**src/rtl/keypad_scanner.sv**
```systemverilog
// keypad_scanner: drives a 4x4 active-low matrix keypad one row at a time,
// debounces both press and release, and emits exactly one single-cycle strobe
// with a 4-bit key code per accepted press.
// Ports:
//   clk      - system clock, all logic on the rising edge
//   reset    - synchronous, active-high reset
//   col_in   - keypad columns, active-low (0 = key in the driven row pressed)
//   row_out  - row drive, active-low one-hot
//   dout     - key code of the most recent accepted press
//   valid    - one-cycle strobe when dout is updated
//   key_held - high while the accepted key is still pressed
module keypad_scanner #(
    parameter int unsigned SCAN_DIV     = 4,
    parameter int unsigned DEBOUNCE_CNT = 8
) (
    input  logic       clk,
    input  logic       reset,
    input  logic [3:0] col_in,
    output logic [3:0] row_out,
    output logic [3:0] dout,
    output logic       valid,
    output logic       key_held
);

    localparam int unsigned DIV_W = (SCAN_DIV > 1) ? $clog2(SCAN_DIV) : 1;
    // One extra state so the counter can hold DEBOUNCE_CNT itself.
    localparam int unsigned DEB_W = $clog2(DEBOUNCE_CNT + 1);

    localparam logic [DIV_W-1:0] DIV_LAST = DIV_W'(SCAN_DIV - 1);
    localparam logic [DEB_W-1:0] DEB_LAST = DEB_W'(DEBOUNCE_CNT - 1);
    localparam logic [DEB_W-1:0] DEB_FULL = DEB_W'(DEBOUNCE_CNT);

    typedef enum logic [1:0] {
        ST_SCAN     = 2'd0,
        ST_DEBOUNCE = 2'd1,
        ST_EMIT     = 2'd2,
        ST_HOLD     = 2'd3
    } state_t;

    state_t           state,    state_d;
    logic [1:0]       row_idx,  row_idx_d;
    logic [DIV_W-1:0] div_cnt,  div_cnt_d;
    logic [DEB_W-1:0] deb_cnt,  deb_cnt_d;
    logic [3:0]       lat_cols, lat_cols_d;
    logic [1:0]       lat_col,  lat_col_d;
    logic [3:0]       row_out_d;
    logic [3:0]       dout_d;
    logic             valid_d;
    logic             key_held_d;
    logic [2:0]       sample;

    // {hit, index}: hit only when exactly one column is low; ghosting or
    // multiple keys in the driven row are treated as no key.
    function automatic logic [2:0] single_low(input logic [3:0] cols);
        logic [2:0] res;
        res = 3'b000;
        case (cols)
            4'b1110: res = 3'b100;
            4'b1101: res = 3'b101;
            4'b1011: res = 3'b110;
            4'b0111: res = 3'b111;
            default: res = 3'b000;
        endcase
        return res;
    endfunction

    // Keypad legend to code: digits are their value, A-D = 10-13, * = 14, # = 15.
    function automatic logic [3:0] key_code(input logic [1:0] row, input logic [1:0] col);
        logic [3:0] code;
        code = 4'd0;
        case ({row, col})
            4'h0: code = 4'd1;
            4'h1: code = 4'd2;
            4'h2: code = 4'd3;
            4'h3: code = 4'd10;
            4'h4: code = 4'd4;
            4'h5: code = 4'd5;
            4'h6: code = 4'd6;
            4'h7: code = 4'd11;
            4'h8: code = 4'd7;
            4'h9: code = 4'd8;
            4'hA: code = 4'd9;
            4'hB: code = 4'd12;
            4'hC: code = 4'd14;
            4'hD: code = 4'd0;
            4'hE: code = 4'd15;
            4'hF: code = 4'd13;
            default: code = 4'd0;
        endcase
        return code;
    endfunction

    function automatic logic [3:0] row_drive(input logic [1:0] idx);
        return ~(4'b0001 << idx);
    endfunction

    // Next-state, counter and output logic.
    always_comb begin
        state_d    = state;
        row_idx_d  = row_idx;
        div_cnt_d  = div_cnt;
        deb_cnt_d  = deb_cnt;
        lat_cols_d = lat_cols;
        lat_col_d  = lat_col;
        dout_d     = dout;
        valid_d    = 1'b0;
        key_held_d = 1'b0;
        row_out_d  = row_out;
        sample     = single_low(col_in);

        case (state)
            ST_SCAN: begin
                if (div_cnt == DIV_LAST) begin
                    div_cnt_d = '0;
                    if (sample[2]) begin
                        // Stay on this row; remember the exact column pattern.
                        lat_cols_d = col_in;
                        lat_col_d  = sample[1:0];
                        deb_cnt_d  = '0;
                        state_d    = ST_DEBOUNCE;
                    end else begin
                        row_idx_d = row_idx + 2'd1;
                    end
                end else begin
                    div_cnt_d = div_cnt + DIV_W'(1);
                end
            end

            ST_DEBOUNCE: begin
                if (col_in == lat_cols) begin
                    if (deb_cnt >= DEB_LAST) begin
                        deb_cnt_d = DEB_FULL;
                        state_d   = ST_EMIT;
                    end else begin
                        deb_cnt_d = deb_cnt + DEB_W'(1);
                    end
                end else begin
                    state_d   = ST_SCAN;
                    row_idx_d = row_idx + 2'd1;
                    div_cnt_d = '0;
                    deb_cnt_d = '0;
                end
            end

            ST_EMIT: begin
                deb_cnt_d = '0;
                state_d   = ST_HOLD;
            end

            ST_HOLD: begin
                // Only the latched column matters; a low sample restarts release.
                if (col_in[lat_col]) begin
                    if (deb_cnt >= DEB_LAST) begin
                        state_d   = ST_SCAN;
                        row_idx_d = row_idx + 2'd1;
                        div_cnt_d = '0;
                        deb_cnt_d = '0;
                    end else begin
                        deb_cnt_d = deb_cnt + DEB_W'(1);
                    end
                end else begin
                    deb_cnt_d = '0;
                end
            end

            default: begin
                state_d = ST_SCAN;
            end
        endcase

        // Outputs are registered from the upcoming state.
        valid_d    = (state_d == ST_EMIT);
        key_held_d = (state_d == ST_HOLD);
        if (state_d == ST_EMIT) begin
            dout_d = key_code(row_idx, lat_col);
        end
        row_out_d = row_drive(row_idx_d);
    end

    // State and output registers.
    always_ff @(posedge clk) begin
        if (reset) begin
            state    <= ST_SCAN;
            row_idx  <= 2'd0;
            div_cnt  <= '0;
            deb_cnt  <= '0;
            lat_cols <= 4'hF;
            lat_col  <= 2'd0;
            row_out  <= 4'b1110;
            dout     <= 4'd0;
            valid    <= 1'b0;
            key_held <= 1'b0;
        end else begin
            state    <= state_d;
            row_idx  <= row_idx_d;
            div_cnt  <= div_cnt_d;
            deb_cnt  <= deb_cnt_d;
            lat_cols <= lat_cols_d;
            lat_col  <= lat_col_d;
            row_out  <= row_out_d;
            dout     <= dout_d;
            valid    <= valid_d;
            key_held <= key_held_d;
        end
    end

endmodule

```
**config.mk**
```make
export PLATFORM = sky130hd
export DESIGN_NAME = keypad_scanner
export DESIGN_NICKNAME = d
export VERILOG_FILES = /design/src/rtl/keypad_scanner.sv
export SDC_FILE = /design/constraint.sdc
export NUM_CORES = 1
export LEC_CHECK = 0
export CORE_MARGIN = 2
export CORE_UTILIZATION = 59
export CTS_BUF_LIST = sky130_fd_sc_hd__clkbuf_4 sky130_fd_sc_hd__clkbuf_8 sky130_fd_sc_hd__clkbuf_16
export DETAILED_ROUTE_END_ITERATION = 12
export MAX_ROUTING_LAYER = met4
export PLACE_DENSITY_LB_ADDON = 0.3
export SLEW_MARGIN = 20
export SYNTH_ARGS = -nofsm -noshare
export SYNTH_HDL_FRONTEND = slang
export SYNTH_SLANG_ARGS = --single-unit
```
**constraint.sdc**
```tcl
create_clock -name clk -period 5.4 [get_ports clk]
set_input_delay 1.08 -clock clk [delete_from_list [all_inputs] [get_ports clk]]
set_output_delay 1.08 -clock clk [all_outputs]
set_load 0.02 [all_outputs]
```
* Word-level counts from Yosys, hierarchy flattened
Memory sizes are Yosys's and may differ from the RTL's. A register that Yosys moved wholly into a read port is not among the register bits. Cells that the tools add are included.
Storage, ports and cells: input bits 6, ROM bits 64, memories 1, register bits 22
Memories:
- (name not given) | depth 16, bits a word 4, rd ports 1, clocked after Yosys merged registers in 1, write ports 0, RTL line 71 | case ({row, col})
Cells by class: bitwise logic cells 1, reductions and logical operators 5, equality and inequality tests 16, add/subtract/negate cells 3, muxes and demuxes 28, order comparisons 2, shift operators 1
Operator list (count):
- two-way mux 2 bit | 15
- two-way mux 4 bit | 6
- case mux 4 bit (4 select lines) | 1
- == test 4 bit, second input constant | 3
- case mux 2 bit (3 select lines) | 2
- case mux 3 bit (4 select lines) | 1
- == test 2 bit, second input constant | 5
- inequality test 2 bit, second input constant | 5
- case mux 2 bit (4 select lines) | 1
- adder 2 x 1 -> 2 bit, second input constant | 2
- adder 4 x 1 -> 4 bit, second input constant | 1
- == test 4 x 3 -> 1 bit, second input constant | 1
- == test 4 bit | 1
- >= comparator 4 x 3 -> 1 bit, second input constant | 1
- NOT 4 bit | 1
- AND reduction 4 bit | 1
- << shifter 1 x 2 -> 4 bit, first input constant | 1
- < comparator 2 x 3 -> 1 bit, second input constant | 1
- AND reduction 3 bit | 1
- nonzero test 3 bit | 1
- binary-select mux 1 bit (select 2 bit) | 1
- == test 2 x 1 -> 1 bit, second input constant | 1
- logical NOT 2 bit | 1
- AND reduction 2 bit | 1
- two-way mux 1 bit | 1

* Logic depth before layout (Yosys ltp)
depth in word-level cells 7, mapped depth 7

* Least setup slack after synthesis
No wires, ideal clock.
path type input-to-reg, start point input col_in[3], end point register row_out[3], setup slack 2774 ps, buffers on the path 1, arrival time 2492 ps, data required time 5266 ps, library setup time 134 ps, stages 5, cell sequence buf_6 mux4_2 a31oi_4 nor3_2 or4b_1
Between the ends: cells in the longest elaborated chain, start to end 7, elaborated cells on any way between the ends 15, classes of those cells eq/ne (5); shift (1); mux (8); bitwise (1)
RTL lines:
- start, declared | RTL line 18 | input logic [3:0] col_in,
- == test 4 x 3 -> 1 bit / == test 4 bit (equally long branches) | RTL line 57 | case (cols)
- case mux 3 bit (4 select lines) | RTL line 57
- two-way mux 2 bit | RTL line 115 | if (sample[2]) begin
- two-way mux 2 bit | RTL line 113 | if (div_cnt == DIV_LAST) begin
- case mux 2 bit (3 select lines) * | RTL line 111 | case (state)
- << shifter 1 x 2 -> 4 bit * | RTL line 94 | return ~(4'b0001 << idx);
- NOT 4 bit * | RTL line 94
- end signal, assigned | RTL line 200 | row_out <= row_out_d;
- end, declared | RTL line 19 | output logic [3:0] row_out,
Mark *: on every way between the ends. The rest lies on a longest branch, timed or not. The select of a mux whose other input is x is not followed. A chain may end at the register's enable or synchronous reset.

* Final worst setup path
start point input col_in[3], end point register lat_col[0]
Between the ends: cells in the longest elaborated chain, start to end 3, elaborated cells on any way between the ends 6, classes of those cells eq/ne (4); mux (1); reduce/logical (1)
RTL lines:
- == test 4 x 3 -> 1 bit / == test 4 bit (equally long branches) | RTL line 57
- case mux 3 bit (4 select lines) * | RTL line 57
- AND reduction 3 bit (no source line)
- end signal, assigned | RTL line 199 | lat_col <= lat_col_d;
- end, declared | RTL line 45 | logic [1:0] lat_col, lat_col_d;
Mark *: on every way between the ends. The rest lies on a longest branch, timed or not.

==> metrics.txt <==
critical path startpoint category=input port; clock root cell=clkbuf_4; setup bufs post-CTS=0; async set-reset flop share out of synthesis=0%; Via Count=1181; Syn Area/Cell=8.87 sq um; RSZ-0062 raised after global routing=no; Primary FF master, synth=dfxtp_1; Data arrival, critical path=3330 ps; DPL Wire Length=2.00 mm; number of max-cap violations=0; largest net degree at the start of global routing=28; Starting DRT DRC Count=47; initial antenna violation count=0; CTS Buf Count=3; Final setup viols=0; grt total ovfl=0; worst path cell trace=clkdlybuf4s50_1 > nand3_1 > o21ai_0 > o211ai_1 > or4_1 > a21oi_1; slowest cell delay on critical path=650 ps; Starting Density=62.2%; setup slack, reg-to-reg=3180 ps; leakage=0.562 nW; FP Rows=17; Hold Path Class=register to register; Power Dens Cells=237 nW/um^2; Reg clk slew, reported paths=130 ps; RePlAce Congestion=0.838; Placeable Area=2210 sq um; H-tree levels=1; Post-DRT Antenna Nets=0; CTS-repair resized insts=0; WP data required=5640 ps; Via density=6.09; slew margin rel.=38.8%; Synth Instances=155; Yosys cell types=39; CP endpoint kind=register; clock sinks=26; Pins Over Slew Limit=0; final setup TNS=0 ps; total track usage=24.3%; worst slew pin tran=916 ps; sequential-to-total area share from yosys stat=37.9%; syn_nets=168; drt pass-1 iters=4; vias in the first global route=1126; Yosys warnings=0; final period utilization=57.2%; full die area=2730 sq um; #FFs+latches synth=26; # DRC=0; clk_skew=11.1 ps; kind of critical path=input port to register; total power draw=0.000374 W; Antenna Cells=0; CTS tree=yes; Skew-Pair Late Insertion Delay=330 ps; WL/cell=14.4 microns; max frequency=0.324 GHz; Post-synth EDFFs=0; overall die height=52.3 microns; min Tclk post-route=3090 ps; Die W=52.3 microns; CP max FO=11; Max IR drop VDD=0.000191 V; first-pass GRT wire length=4.86 mm; Layout area overhead=14.6%; worst slack, placed=2050 ps; Port Buffers=15; Final Hold Fails=0; post-synthesis cell area=1380 sq um; hold buffers post-CTS=0; clk buf depth=2; CP max-delay cell=clkdlybuf4s50_1; post-layout net count=180; Top-Level Pins=16; drt total wl=2.80 mm; layout cells sized above 1=6.63%; Setup WS post-layout=2310 ps; status=finished, final reports clean
## state kept, by name, indices dropped and copies added, names as in the netlist
name / flops
deb_cnt: 4
dout: 4
lat_cols: 4
row_out: 4
div_cnt: 2
lat_col: 2
row_idx: 2
state: 2
key_held: 1
valid: 1
## power breakdown
group          switching (W)  leakage (nW)  internal [W]
sequential        0.00000416         0.211      0.000196
clock              0.0000582        0.0279     0.0000751
combinational      0.0000226         0.324     0.0000173
total              0.0000850         0.562      0.000289
## area by class of cell
cell class / count / area (sq um)
timing repair buffer: 15 / 150
clock buffer: 3 / 22.5
fill: 194 / 637
clock inverter: 1 / 30.0
inverter: 11 / 41.3
multi-input combinational: 110 / 776
tap: 28 / 35.0
sequential: 26 / 520
## metrics by stage
step,std cells,hold WS [ps],cell area [sq um],utilization (%)
2_1_floorplan,155,457,1380,-
6_report,194,505,1580,71.2
5_1_grt,194,525,1580,71.2
3_5_place_dp,190,476,1520,68.8
3_3_place_gp,190,465,1520,68.8
4_1_cts,194,508,1580,71.2
## critical path: cells and delay by family
kind                   cells  cell delay (ps)
AOI/OAI and AO/OA          3              900
and+or+nand+nor            2              700
buffers and inverters      1              650
## final timing paths
kind	start	to	cells after the start
min	lat_cols[2]$_SDFFE_PP1P_	lat_cols[2]$_SDFFE_PP1P_	1
max	col_in[3]	lat_col[0]$_SDFFE_PP0P_	6
max reg2reg	state[0]$_SDFF_PP0_	lat_col[0]$_SDFFE_PP0P_	4
min reg2reg	lat_cols[2]$_SDFFE_PP1P_	lat_cols[2]$_SDFFE_PP1P_	1
## placed cells by master (no fill, tap or decap), types with 6 or more instances in the layout
master           instances
dfxtp_1                 26
nor2_1                  17
clkdlybuf4s50_1         15
inv_1                   11
a21oi_1                 11
nand2_1                  9
nand3_1                  8
ha_1                     7
xnor2_1                  6
o21ai_0                  6
## cells by family after synthesis
family                     Yosys count  share of synthesized area, %
and+or+nand+nor                     53                          20.1
AOI/OAI and AO/OA                   37                          19.2
DFF                                 26                          37.9
buffers and inverters               19                          5.73
muxes                                7                          6.92
adders and majority gates            7                          6.37
xor gates and xnor gates             6                          3.82
## layer usage
layer	wire length (microns)	track usage [%]
met1	1160	28.5
met2	1420	41.6
met4	51	10.3
met3	173	3.71
met5	0	-
## cells in the mapped netlist (all sizes together), types with 4 or more instances
master | n | area share [%]
dfxtp | 26 | 38
nor2 | 17 | 4.6
a21oi | 11 | 4.0
inv | 11 | 3.0
nand2 | 9 | 2.5
nand3 | 8 | 2.9
ha | 7 | 6.4
nor3 | 7 | 3.6
clkbuf | 6 | 1.6
o21ai | 6 | 2.2
xnor2 | 6 | 3.8
mux2i | 5 | 3.6
a211o | 4 | 2.5
a211oi | 4 | 2.2
Power figures use the tool's default switching activity.
